[src/rtl/psram_capture_ctrl.sv]
// Capture controller: streams ADC FIFO words into PSRAM, then dumps them back
// one word at a time through a valid/ready handshake.
module psram_capture_ctrl #(
   parameter int unsigned DEPTH_WORDS = 4096,
   parameter int unsigned CMD_TIMEOUT = 63
) (
   input  logic        mem_clk,
   input  logic        rst,
   input  logic        qpi_on,
   input  logic        arm,
   input  logic        dump_req,
   input  logic        fifo_empty,
   input  logic [15:0] fifo_dout,
   output logic        fifo_rd,
   input  logic        endcommand,
   input  logic [15:0] psram_data,
   output logic [22:0] address,
   output logic [1:0]  read_write,
   output logic        quad_start,
   output logic [15:0] data_in,
   output logic [15:0] rd_data,
   output logic        rd_valid,
   input  logic        rd_ready,
   output logic        busy,
   output logic        done,
   output logic        error
);

   localparam logic [2:0] IDLE    = 3'd0;
   localparam logic [2:0] W_POP   = 3'd1;
   localparam logic [2:0] W_LATCH = 3'd2;
   localparam logic [2:0] W_CMD   = 3'd3;
   localparam logic [2:0] W_WAIT  = 3'd4;
   localparam logic [2:0] R_CMD   = 3'd5;
   localparam logic [2:0] R_WAIT  = 3'd6;
   localparam logic [2:0] R_HOLD  = 3'd7;

   localparam int unsigned TW = (CMD_TIMEOUT < 2) ? 1 : $clog2(CMD_TIMEOUT);

   logic [2:0]    state;
   logic [2:0]    state_nxt;
   logic          phase;
   logic [23:0]   word_cnt;
   logic [TW-1:0] tmo_cnt;
   logic          start_w;
   logic          start_r;
   logic          tmo_hit;
   logic          w_last;
   logic          r_last;

   assign start_w = arm & qpi_on;
   assign start_r = dump_req & qpi_on & ~start_w;
   assign tmo_hit = (tmo_cnt == TW'(CMD_TIMEOUT - 1));
   assign w_last  = ((word_cnt + 24'd1) == 24'(DEPTH_WORDS));
   assign r_last  = (address == 23'(DEPTH_WORDS - 1));

   // Pop is combinational so the FIFO word lands exactly in W_LATCH.
   assign fifo_rd = (state == W_POP) & ~fifo_empty & qpi_on & ~rst;

   always_comb begin
      state_nxt = state;
      case (state)
         IDLE:    if (start_w) state_nxt = W_POP;
                  else if (start_r) state_nxt = R_CMD;
         W_POP:   if (!qpi_on) state_nxt = IDLE;
                  else if (!fifo_empty) state_nxt = W_LATCH;
         W_LATCH: state_nxt = W_CMD;
         W_CMD:   if (phase) state_nxt = W_WAIT;
         W_WAIT:  if (endcommand) state_nxt = (w_last || !qpi_on) ? IDLE : W_POP;
                  else if (tmo_hit) state_nxt = IDLE;
         R_CMD:   if (phase) state_nxt = R_WAIT;
         R_WAIT:  if (endcommand) state_nxt = R_HOLD;
                  else if (tmo_hit) state_nxt = IDLE;
         R_HOLD:  if (rd_ready) state_nxt = (r_last || !qpi_on) ? IDLE : R_CMD;
         default: state_nxt = IDLE;
      endcase
   end

   always_ff @(posedge mem_clk) begin
      if (rst) begin
         state      <= IDLE;
         phase      <= 1'b0;
         word_cnt   <= '0;
         tmo_cnt    <= '0;
         address    <= '0;
         read_write <= '0;
         quad_start <= 1'b0;
         data_in    <= '0;
         rd_data    <= '0;
         rd_valid   <= 1'b0;
         busy       <= 1'b0;
         done       <= 1'b0;
         error      <= 1'b0;
      end else begin
         state      <= state_nxt;
         busy       <= (state_nxt != IDLE);
         done       <= 1'b0;
         phase      <= ((state == W_CMD) || (state == R_CMD)) & ~phase;
         quad_start <= (state_nxt == W_CMD) || (state_nxt == R_CMD);
         tmo_cnt    <= ((state == W_WAIT) || (state == R_WAIT)) ? tmo_cnt + TW'(1) : '0;
         case (state_nxt)
            W_CMD, W_WAIT: read_write <= 2'd1;
            R_CMD, R_WAIT: read_write <= 2'd2;
            default:       read_write <= 2'd0;
         endcase

         case (state)
            IDLE: begin
               if (start_w || start_r) begin
                  address  <= '0;
                  word_cnt <= '0;
                  error    <= 1'b0;
               end
            end
            W_POP:   if (!qpi_on) error <= 1'b1;
            W_LATCH: data_in <= fifo_dout;
            W_WAIT: begin
               if (endcommand) begin
                  word_cnt <= word_cnt + 24'd1;
                  if (!qpi_on) error <= 1'b1;
                  else if (w_last) done <= 1'b1;
                  else address <= address + 23'd1;
               end else if (tmo_hit) begin
                  error <= 1'b1;
               end
            end
            R_WAIT: begin
               if (endcommand) begin
                  rd_data  <= psram_data;
                  rd_valid <= 1'b1;
               end else if (tmo_hit) begin
                  error    <= 1'b1;
                  rd_valid <= 1'b0;
               end
            end
            R_HOLD: begin
               if (rd_ready) begin
                  rd_valid <= 1'b0;
                  if (!qpi_on) error <= 1'b1;
                  else if (r_last) done <= 1'b1;
                  else address <= address + 23'd1;
               end
            end
            default: ;
         endcase
      end
   end

endmodule

[config.mk]
export PLATFORM = sky130hd
export DESIGN_NAME = psram_capture_ctrl
export DESIGN_NICKNAME = d
export VERILOG_FILES = /design/src/rtl/psram_capture_ctrl.sv
export SDC_FILE = /design/constraint.sdc
export NUM_CORES = 1
export LEC_CHECK = 0
export CAP_MARGIN = 20
export CORE_UTILIZATION = 25
export DETAILED_ROUTE_END_ITERATION = 8
export PLACE_DENSITY_LB_ADDON = 0.25
export SLEW_MARGIN = 0
export SYNTH_ARGS = -nofsm -noshare
export SYNTH_HDL_FRONTEND = slang
export SYNTH_SLANG_ARGS = --single-unit
[constraint.sdc]
create_clock -name mem_clk -period 6.1 [get_ports mem_clk]
set_clock_uncertainty 0.2 [all_clocks]
set_input_delay 1.83 -clock mem_clk [delete_from_list [all_inputs] [get_ports mem_clk]]
set_output_delay 1.83 -clock mem_clk [all_outputs]
set_load 0.1 [all_outputs]
Word-level counts from Yosys, hierarchy flattened
Cells that the tools add are included.
{"block": "totals", "ff_bits": 96, "input_bits": 40, "output_inout_bits": 63}
{"block": "op_classes", "addsub": 3, "eq_ne": 23, "mux": 43, "n_bitwise": 12, "reduce_logical": 21}
{"op": "two-way mux 23 bit", "n": 7}
{"op": "case mux 23 bit (3 select lines)", "n": 1}
{"op": "two-way mux 24 bit", "n": 2}
{"op": "case mux 24 bit (2 select lines)", "n": 1}
{"op": "two-way mux 3 bit", "n": 11}
{"op": "adder 24 x 1 -> 24 bit, second input constant", "n": 1}
{"op": "equality test 24 x 13 -> 1 bit, second input constant", "n": 1}
{"op": "case mux 3 bit (8 select lines)", "n": 1}
{"op": "adder 23 x 1 -> 23 bit, second input constant", "n": 1}
{"op": "equality test 23 x 12 -> 1 bit, second input constant", "n": 1}
{"op": "equality test 3 bit, second input constant", "n": 7}
{"op": "two-way mux 1 bit", "n": 16}
{"op": "!= test 2 bit, second input constant", "n": 8}
{"op": "equality test 3 x 2 -> 1 bit, second input constant", "n": 3}
{"op": "AND reduction 8 bit", "n": 1}
{"op": "AND 1 bit", "n": 7}
{"op": "adder 6 x 1 -> 6 bit, second input constant", "n": 1}
{"op": "equality test 6 bit, second input constant", "n": 1}
{"op": "logical OR 1 bit", "n": 6}
{"op": "AND reduction 3 bit", "n": 2}
{"op": "nonzero test 3 bit", "n": 2}
{"op": "OR reduction 2 bit", "n": 3}
{"op": "NOT 1 bit", "n": 5}
{"op": "case mux 1 bit (5 select lines)", "n": 1}
{"op": "10 further kinds", "n": 12}

Longest topological paths before layout
{"block": "logic_depth", "word_depth": 9, "mapped_depth": 12}

Least setup slack after synthesis
No wires, ideal clock.
{"block": "synth_timing", "path_kind": "input-to-output", "start": "input port rst", "end": "output port fifo_rd", "arrival_ns": 5.022, "t_required_ns": 4.070, "slack_ns": -0.952, "cell_stages": 3, "path_buffers": 1, "cell_sequence": "clkbuf_1 -> nand2b_1 -> nor4_1"}
{"block": "synth_via", "elab_chain_len": 2}
{"element": "start, declared", "line": "8", "text": "input logic rst,"}
{"element": "NOT 1 bit", "line": "58", "text": "assign fifo_rd = (state == W_POP) & ~fifo_empty & qpi_on & ~rst;"}
{"element": "AND 1 bit", "line": "58"}
{"element": "end, declared", "line": "14", "text": "output logic fifo_rd,"}
Every way passes these cells.

Worst setup path in the final report
{"block": "layout_timing", "start": "input port qpi_on", "end": "output port fifo_rd"}
{"block": "layout_via", "elab_chain_len": 2}
{"element": "start, declared", "line": "9", "text": "input logic qpi_on,"}
{"element": "AND 1 bit (2 in series)", "line": "58"}
Every way passes these cells.

==> reports/qor.yml <==
run_status:
  outcome: "completed"
worst_setup_path:
  cp_data_arrival_time_ns: 3.09
  cp_num_buf_inv: 2
  worst_ep_required_time_ns: 4.07
  critical-path-max-stage-delay_ns: 0.61
  worst_path_max_delay_cell: "sky130_fd_sc_hd__clkdlybuf4s50_1"
  worstPathCellList: "clkdlybuf4s50_1 -> nand2b_1 -> nor4_2 -> buf_12"
  rr_worst_depth: 10
  critPathTopFamily: "buffers and inverters"
  regToRegStartpoint: "word_cnt[0]$_SDFFE_PP0P_"
  cp_max_fo: 7
  worstSetupStartpointType: "input pin"
  worst_r2r_endpoint: "address[22]$_SDFFE_PP0P_"
  crit_path_end_kind: "output port"
  worst-r2r-setup-slack_ns: 2.39
  worst-setup-path-type: "in -> out"
clock_network:
  clock_latency_ns: 0.36
  cts_max_level: 3
  ctsResizeCount: 0
  number_of_clock_sinks_seen_by_cts: 96
  tritoncts.num_buffers: 9
  path_clk_slew_ns: 0.07
  cts.hold.buffers_added: 0
  postCtsSetupBuffers: 0
  ctsRootBufferMaster: "sky130_fd_sc_hd__clkbuf_16"
  buffer_levels_on_the_longest_clock_path: 2
  cts_tree: "done"
finish:
  antenna-diode-count: 0
  finalNetCount: 773
  layout_commonest_cell: "sky130_fd_sc_hd__nand2_1"
  areaGrowthSynthToFinish_pct: 30.4
  finish.cell_count_without_fillers: 998
  layout_common_cells: "sky130_fd_sc_hd__nand2_1 (124), sky130_fd_sc_hd__clkdlybuf4s50_1 (100), sky130_fd_sc_hd__dfxtp_1 (96), sky130_fd_sc_hd__a21oi_1 (67), sky130_fd_sc_hd__nor2_1 (51)"
  layout-drive-gt1-share_pct: 5.05
  multiInputGateArea_um2: 2830
  fillers: 2084
  area.sequential_um2: 1920
  fin_area_um2: 6470
synth:
  synthCells: 658
  synth_seq_area_share_pct: 38.7
  number_of_unique_standard_cell_types_used_by_synthesis: 59
  synth_async_sr_flop_share_pct: 0
  syn-cell-area_um2: 4960
  synth_enable_flop_cells: 0
  yosysWarningCount: 0
  ys_seq_elements: 96
  synthesis.area_per_instance_um2: 7.54
  synthFlopType: "sky130_fd_sc_hd__dfxtp_1"
  synth.net_count: 703
run:
  cap_viol_max_count: 0
route:
  ant_nets: 0
  detail_route.vias_per_cell: 4.82
  wirelength_um: 14000
  drt-initial-drc-count: 254
  detail_route.first_pass.iterations: 4
  remaining_drc_errors: 0
  vias: 4808
  drt-wirelength-per-cell_um: 14.0
global_route:
  grt_pass1_wl_um: 21800
  first_global_vias: 4172
  grt_use_met2_pct: 21.6
  remaining_global_route_overflow: 0
  grt.busiest_layer: "met2"
  grt_use_met1_pct: 17.8
  grt_usage_pct: 13.6
  met3_resource_use_gr_pct: 3.89
  grt_max_degree: 76
  grt_antenna_before_repair: 1
hold_path:
  holdPathStages: 2
  hold_path.startpoint: "data_in[3]$_SDFFE_PP0P_"
  hold_path_end: "data_in[3]$_SDFFE_PP0P_"
  worst_hold_path_type: "reg -> reg"
floorplan:
  die_w_um: 143
  core_area_um2: 19500
  die-area_um2: 20400
  row_count: 51
  chipHeight_um: 143
  io-pin-count: 103
  initial_utilization_pct: 25.5
placement:
  place_inst: 981
  hpwl_um: 9510
  dpl_worst_slack_ns: 0.983
  dpl-instance-area_um2: 6160
  gpl.final_weighted_congestion: 0.784
  placement.io_buffers: 102
timing:
  timing.final.hold_violations: 0
  final.period_utilization_pct: 83.9
  worst_slew_margin_rel_pct: 28.4
  setup-violations-final: 0
  smallest_setup_slack_after_layout_ns: 0.983
  finalCriticalPeriod_ns: 5.12
  transition_time_of_the_tightest_slew_check_pin_ns: 1.07
  fin_hold_ws_ns: 0.253
  setup_tns_after_final_layout_ns: 0
  achievable-frequency_ghz: 0.195
  grt_setup_unrepaired: "no"
  slew_viol_final: 0
pwr:
  pwr-share-clk_pct: 30.2
  comb_power_share_pct: 32.7
  sequentialPowerShare_pct: 37.1
  total_switching_power_mw: 0.771
  swShare_pct: 40.6
  power.ir.vdd_worst_uv: 142
  cell_internal_pwr_mw: 1.13
  p_per_area_nw_per_um2: 293
  power_leakage_nw: 2.13
==> worst min-delay path: stages, from the launching register on <==
cell,delay [ns]
sky130_fd_sc_hd__dfxtp_1,0.31
sky130_fd_sc_hd__nand2_1,0.05
sky130_fd_sc_hd__a21oi_1,0.05
==> synth_stat cells (4+ instances only) <==
cell type                  instances  area [µm²]
sky130_fd_sc_hd__a211oi_1          5        37.5
sky130_fd_sc_hd__a21oi_1          67         335
sky130_fd_sc_hd__a311oi_1          6        52.6
sky130_fd_sc_hd__a31oi_1           6        37.5
sky130_fd_sc_hd__and2_1            8        50.1
sky130_fd_sc_hd__and3_1           16         100
sky130_fd_sc_hd__buf_1             4        15.0
sky130_fd_sc_hd__buf_2             7        35.0
sky130_fd_sc_hd__clkbuf_1         34         128
sky130_fd_sc_hd__dfxtp_1          96        1920
sky130_fd_sc_hd__ha_1              5        62.6
sky130_fd_sc_hd__inv_1             7        26.3
sky130_fd_sc_hd__mux2i_1           8        80.1
sky130_fd_sc_hd__nand2_1         124         465
sky130_fd_sc_hd__nand2b_1         14        87.6
sky130_fd_sc_hd__nand3_1          20         100
sky130_fd_sc_hd__nand4_1          10        62.6
sky130_fd_sc_hd__nor2_1           51         191
sky130_fd_sc_hd__nor2b_1           9        56.3
sky130_fd_sc_hd__nor3_1           31         155
sky130_fd_sc_hd__nor3b_1           7        52.6
sky130_fd_sc_hd__nor4_1           13        81.3
sky130_fd_sc_hd__o21ai_0          33         165
sky130_fd_sc_hd__or3_1             4        25.0
sky130_fd_sc_hd__xnor2_1          20         175
sky130_fd_sc_hd__xor2_1            5        43.8
==> logic make-up after synthesis <==
group,synth area share [%]
buffers and inverters,4.47
AOI/OAI and AO/OA,17.1
adders and majority gates,1.26
and+or+nand+nor,32.0
DFF,38.7
muxes,2.07
xor gates and xnor gates,4.41
==> power by group through the flow <==
stage | clock network, mW | logic [mW] | registers, mW
global route | 0.613 | 0.667 | 0.712
detailed placement | 0 | 0.623 | 0.720
global placement | 0 | 0.625 | 0.720
finish | 0.573 | 0.621 | 0.705
CTS | 0.593 | 0.625 | 0.705
floorplan | 0 | 0.325 | 0.854
==> flip-flops by register name (all words and copies together) (netlist names), 2 cells and up <==
name	count
address	23
data_in	16
rd_data	16
read_write	2
state	3
tmo_cnt	6
word_cnt	24
==> routing by layer <==
metal,vias to the layer above,part of all wire [%]
met5,-,0.093
met4,2,0.79
met3,13,4.8
met2,108,45
met1,2242,50
li1,2443,-
==> how the worst max path moves through the flow <==
stage / cells after the start / to / slack (ns) / startpoint
6_report: 4 / fifo_rd / 0.98 / qpi_on
4_1_cts: 4 / fifo_rd / 0.98 / qpi_on
3_5_place_dp: 4 / fifo_rd / 0.98 / qpi_on
3_3_place_gp: 4 / fifo_rd / 1.01 / qpi_on
2_1_floorplan: 3 / fifo_rd / 0.20 / rst
5_1_grt: 4 / fifo_rd / 0.92 / qpi_on
==> stage by stage <==
stage          util (%)  total power, mW
2_1_floorplan         -             1.18
3_3_place_gp       31.7             1.34
3_5_place_dp       31.7             1.34
4_1_cts            33.2             1.92
5_1_grt            33.2             1.99
6_report           33.2             1.90
==> area by class of cell <==
cell class	count	share of cell area [%]
inverter	7	0.406
tap	265	5.13
timing repair buffer	107	16.4
clock buffer	9	3.48
clock inverter	7	1.12
multi-input combinational	507	43.7
sequential	96	29.7
No activity file was read; power rests on OpenSTA's default activity.
==> patch 1 (same flow settings) <==
Register the output `error` once more, with the module's reset; this adds one clock of latency there. The other outputs are not delayed to match.
--- a/src/rtl/psram_capture_ctrl.sv
+++ b/src/rtl/psram_capture_ctrl.sv
@@ -36,6 +36,8 @@
    localparam logic [2:0] R_HOLD  = 3'd7;
 
    localparam int unsigned TW = (CMD_TIMEOUT < 2) ? 1 : $clog2(CMD_TIMEOUT);
+
+   logic error_s0;
 
    logic [2:0]    state;
    logic [2:0]    state_nxt;
@@ -90,7 +92,7 @@
          rd_valid   <= 1'b0;
          busy       <= 1'b0;
          done       <= 1'b0;
-         error      <= 1'b0;
+         error_s0   <= 1'b0;
       end else begin
          state      <= state_nxt;
          busy       <= (state_nxt != IDLE);
@@ -109,19 +111,19 @@
                if (start_w || start_r) begin
                   address  <= '0;
                   word_cnt <= '0;
-                  error    <= 1'b0;
+                  error_s0 <= 1'b0;
                end
             end
-            W_POP:   if (!qpi_on) error <= 1'b1;
+            W_POP:   if (!qpi_on) error_s0 <= 1'b1;
             W_LATCH: data_in <= fifo_dout;
             W_WAIT: begin
                if (endcommand) begin
                   word_cnt <= word_cnt + 24'd1;
-                  if (!qpi_on) error <= 1'b1;
+                  if (!qpi_on) error_s0 <= 1'b1;
                   else if (w_last) done <= 1'b1;
                   else address <= address + 23'd1;
                end else if (tmo_hit) begin
-                  error <= 1'b1;
+                  error_s0 <= 1'b1;
                end
             end
             R_WAIT: begin
@@ -129,14 +131,14 @@
                   rd_data  <= psram_data;
                   rd_valid <= 1'b1;
                end else if (tmo_hit) begin
-                  error    <= 1'b1;
+                  error_s0 <= 1'b1;
                   rd_valid <= 1'b0;
                end
             end
             R_HOLD: begin
                if (rd_ready) begin
                   rd_valid <= 1'b0;
-                  if (!qpi_on) error <= 1'b1;
+                  if (!qpi_on) error_s0 <= 1'b1;
                   else if (r_last) done <= 1'b1;
                   else address <= address + 23'd1;
                end
@@ -146,5 +148,13 @@
       end
    end
 
+   always_ff @(posedge mem_clk) begin
+      if (rst) begin
+         error <= '0;
+      end else begin
+         error <= error_s0;
+      end
+   end
+
 endmodule
 
Check against the original RTL: not equivalent (Yosys sat finds a counterexample within 4 cycles, from zero or initial values and one cycle with rst high).
==> patch 1 against the unedited design <==
- sequential cell count is 1 higher
- synthesized cell count is 0.15% lower
- first-iteration DRC count is 18% lower
- total power is 0.23% lower
- design area is 2.8% higher
- clock power is 3% lower
- die area is 5.7% higher
- synthesized area is 5.8% higher
- worst setup slack better by 0.043 ns
- routed wire length is 0.14% higher
- register-to-register slack better by 0.10 ns
- sequential share of layout area is 0.52 points lower
- utilization is 0.68 points lower
- critical path type unchanged
- critical endpoint unchanged
- largest cell class unchanged
- highest routed layer is now met4
==> patch 1: results (changes against the unedited design) <==
metric	value	unit	change
routedWlPerCell	13.9	um	was 14.0 um
drive_gt1_share	9.12	%	was 5.05%
hpwl	9.47	mm	was 9.51 mm
vdd_drop_max	0.000206	V	was 0.000142 V
total_leakage_power	0.00215	uW	was 0.00213 uW
grtUsageTotal	13.3	%	was 13.6%
synth.top_cells.by_count	nand2_1, dfxtp_1, a21oi_1		unchanged
reg2regPathDepth	9		was 10
place_ws	1.01	ns	was 0.983 ns
yosys-top-cells-area	dfxtp_1, a21oi_1, nand2_1		was dfxtp_1, nand2_1, a21oi_1
routabilityCongestion	0.782		was 0.784
instances_no_fill	1005		was 998
avgSynthCellArea	7.99	um2	was 7.54 um2
yosysSeqAreaShare	37.0	%	was 38.7%
status	finished clean		unchanged
r2r_setup_slack	2.49	ns	was 2.39 ns
vias	4892		was 4808
clock_tree.root_cell	clkbuf_16		unchanged
antenna_found_initial	1		unchanged
numCtsBuffers	9		unchanged
worst_pin_slew	1.04	ns	was 1.07 ns
ctsResizeCount	0		unchanged
cts_setup_buffers	0		unchanged
grt_max_degree	73		was 76
crit_fanout	3		was 7
dp.cells	989		was 981
grt_pass1_wl	23.3	mm	was 21.8 mm
clock.fmax	197	MHz	was 195 MHz
worstPathArrival	3.04	ns	was 3.09 ns
rr_startpoint	word_cnt[2]		was word_cnt[0]
r2r-end	address[13]		was address[22]
grt_pass1_vias	4456		was 4172
yosysUniqueCellTypes	80		was 59
-- patch 1: cell count changes in the layout (fill, tap and decap cells not counted), moves of 6 or more --
cell,unedited run,this run
a21oi_1,67,88
a311oi_1,6,0
and3_1,16,7
nand2_1,124,112
nand2b_1,14,3
nor2b_1,9,3
nor3_1,31,13
or3_1,4,18
or4_1,3,16
xnor2_1,20,5
-- patch 1: cells by family after synthesis --
group,after synthesis,share of synthesized area [%]
buffers and inverters,56,6.56
flip-flops,97,37.0
AO/OA/AOI/OAI,179,20.6
AND/OR/NAND/NOR,301,31.2
adder cells (fa/ha/maj),5,1.19
multiplexers,4,0.763
XOR/XNOR,15,2.65
-- patch 1: worst min path at each step --
stage | start | to | cells past startpoint | slack (ns)
2_1_floorplan | tmo_cnt[0] | tmo_cnt[0] | 1 | 0.23
3_3_place_gp | data_in[14] | data_in[14] | 2 | 0.24
3_5_place_dp | data_in[8] | data_in[8] | 2 | 0.25
4_1_cts | data_in[12] | data_in[12] | 2 | 0.26
5_1_grt | data_in[1] | data_in[1] | 2 | 0.27
6_report | rd_data[0] | rd_data[0] | 2 | 0.25
-- patch 1: per-stage QoR --
| step | area [um2] | total power (uW) |
|---|---|---|
| 5_1_grt | 6650 | 2010 |
| 3_5_place_dp | 6360 | 1360 |
| 6_report | 6650 | 1890 |
| 2_1_floorplan | 5250 | 1230 |
| 3_3_place_gp | 6350 | 1350 |
| 4_1_cts | 6650 | 1920 |
-- patch 1: final cells by class --
class	count	area (um2)
clock buffers	9	225
clock inverters	7	61.3
fillers	2218	13800
inverters	9	33.8
multi-input cells	504	2970
flip-flops and latches	97	1940
well taps	270	338
repair buffers	109	1080
-- patch 1: worst max-delay path, stage by stage --
cell and delay [ns]:
clkdlybuf4s50_1 0.58, nand2b_1 0.14, nor4_2 0.27, buf_12 0.22
-- patch 1: per-layer routing --
layer	vias up	wire, um	track usage, %
met1	2272	7140	18.9
met3	12	680	3.20
met4	0	215	3.91
met2	102	5950	19.5
li1	2506	-	-
met5	-	0	0
-- patch 1: report_power, final --
part / switching (uW) / total [uW] / internal [uW]
combinational: 432 / 614 / 182
sequential: 57.3 / 722 / 665
clock: 274 / 558 / 284
total: 763 / 1890 / 1130
==> patch 2 (same flow settings) <==
Without the edit above. Set the parameter `CMD_TIMEOUT` to 126 (it was 63).
--- a/src/rtl/psram_capture_ctrl.sv
+++ b/src/rtl/psram_capture_ctrl.sv
@@ -2,7 +2,7 @@
 // one word at a time through a valid/ready handshake.
 module psram_capture_ctrl #(
    parameter int unsigned DEPTH_WORDS = 4096,
-   parameter int unsigned CMD_TIMEOUT = 63
+   parameter int unsigned CMD_TIMEOUT = 126
 ) (
    input  logic        mem_clk,
    input  logic        rst,
Check against the original RTL: same outputs for any inputs over 10 cycles, from zero or initial values and one cycle with rst high; that may be too few to reach the edited logic, so the function may still have changed.
==> patch 2 against the unedited design <==
- synthesized area grew 3.5%
- total power increased by 3.0%
- combinational power is 9.8% higher
- sequential cell count increased by 1
- routed wire length grew 3.0%
- clock power down 4.5%
- count of clock-buffer cells in the layout increased by 1
- worst setup slack got worse by 0.090 ns
- design area up 1.8%
- hold slack worse by 0.00082 ns
==> patch 2: results (changes against the unedited design) <==
metric	value	unit	change
status	finished clean		unchanged
fin_hold_ws	0.252	ns	was 0.253 ns
synth.top_cells.by_count	nand2_1, dfxtp_1, a21oi_1		unchanged
syn-num-nets	710		was 703
routedWlPerCell	14.3	um	was 14.0 um
vias	4992		was 4808
path_clk_slew	0.07	ns	about the same
synth_fa_ha_area_share	1.22	%	was 1.26%
synthMuxAreaShare	0.609	%	was 2.07%
r2r_setup_slack	2.46	ns	was 2.39 ns
crit_fanout	9		was 7
yosysSeqAreaShare	37.8	%	was 38.7%
antennaDiodeCount	0		unchanged
clk_latency	0.36	ns	about the same
grt_util_met3	3.62	%	was 3.89%
grt_pass1_wl	24.1	mm	was 21.8 mm
clock_tree.root_cell	clkbuf_16		unchanged
yosys-top-cells-area	dfxtp_1, nand2_1, a21oi_1		unchanged
hold_path_class	register to register		unchanged
synthXorXnorAreaFrac	2.90	%	was 4.41%
holdPathStages	2		unchanged
cts_setup_buffers	0		unchanged
use_met1	19.6	%	was 17.8%
hpwl	9.86	mm	was 9.51 mm
yosysUniqueCellTypes	64		was 59
use_met2	21.1	%	was 21.6%
initial_utilization	25.4	%	was 25.5%
reg2regPathDepth	9		was 10
drive_gt1_share	5.16	%	was 5.05%
vdd_drop_max	0.000161	V	was 0.000142 V
antenna_found_initial	0		was 1
total_leakage_power	0.00213	uW	about the same
placement.io_buffers	102		unchanged
grt_max_degree	75		was 76
place_ws	0.881	ns	was 0.983 ns
routabilityCongestion	0.778		was 0.784
numCtsBuffers	9		unchanged
worstPathArrival	3.18	ns	was 3.09 ns
yosys_warnings	0		unchanged
post-route-period-util	85.4	%	was 83.9%
synth-compound-area-share	20.7	%	was 17.1%
grtUsageTotal	14.1	%	was 13.6%
grt_pass1_vias	4581		was 4172
synth_ff_type	dfxtp_1		unchanged
layout.nets	776		was 773
slowest_delay	0.46	ns	was 0.61 ns
worst_pin_slew	1.05	ns	was 1.07 ns
nFillCells	2183		was 2084
drt_iter0_markers	316		was 254
cts_max_level	3		unchanged
## patch 2: changes by cell type after synthesis, sizes merged, moves of 11 or more
cell	before	now
nor3	31	14
nand2	124	104
or3	4	15
xnor2	20	6
nand3	21	33
nand4	11	22
## patch 2: path summary, 6_finish.rpt
check,from,to
max,qpi_on,fifo_rd
max reg2reg,word_cnt[0],address[7]
min,rd_data[5],rd_data[5]
min reg2reg,rd_data[5],rd_data[5]
## patch 2: logic make-up after synthesis
group | count (synthesis)
muxes | 3
AOI/OAI and AO/OA | 173
DFF | 97
adders and majority gates | 5
and+or+nand+nor | 310
xor gates and xnor gates | 17
buffers and inverters | 60
## patch 2: critical path, delay by kind of cell
family | cells | cell delay [ns]
buffers and inverters | 4 | 0.94
and+or+nand+nor | 1 | 0.39
## patch 2: metal layers
metal,vias up,routed length [um],part of all wire (%)
li1,2545,-,-
met1,2300,7140,50
met2,133,6230,43
met3,14,804,5.6
met4,0,196,1.4
met5,-,0,0
## patch 2: stage by stage
| step | std cells | area (um2) |
|---|---|---|
| floorplan | 665 | 5140 |
| global placement | 990 | 6310 |
| detailed placement | 990 | 6310 |
| CTS | 1006 | 6590 |
| global route | 1006 | 6590 |
| finish | 1006 | 6590 |
## patch 2: where the power goes
group	leakage (uW)	internal [uW]	switching, uW
clock network	0.000134	281	265
logic	0.00121	177	505
registers	0.000783	669	56.7
total	0.00213	1130	827
## patch 2: cell type report
type                       count  area [um2]  share of cell area, %
clock buffer                  10         229                   3.48
clock inverter                 6        47.5                  0.722
inverter                       9        33.8                  0.513
multi-input combinational    508        2940                   44.6
sequential                    97        1940                   29.5
tap                          270         338                   5.13
timing repair buffer         106        1060                   16.0
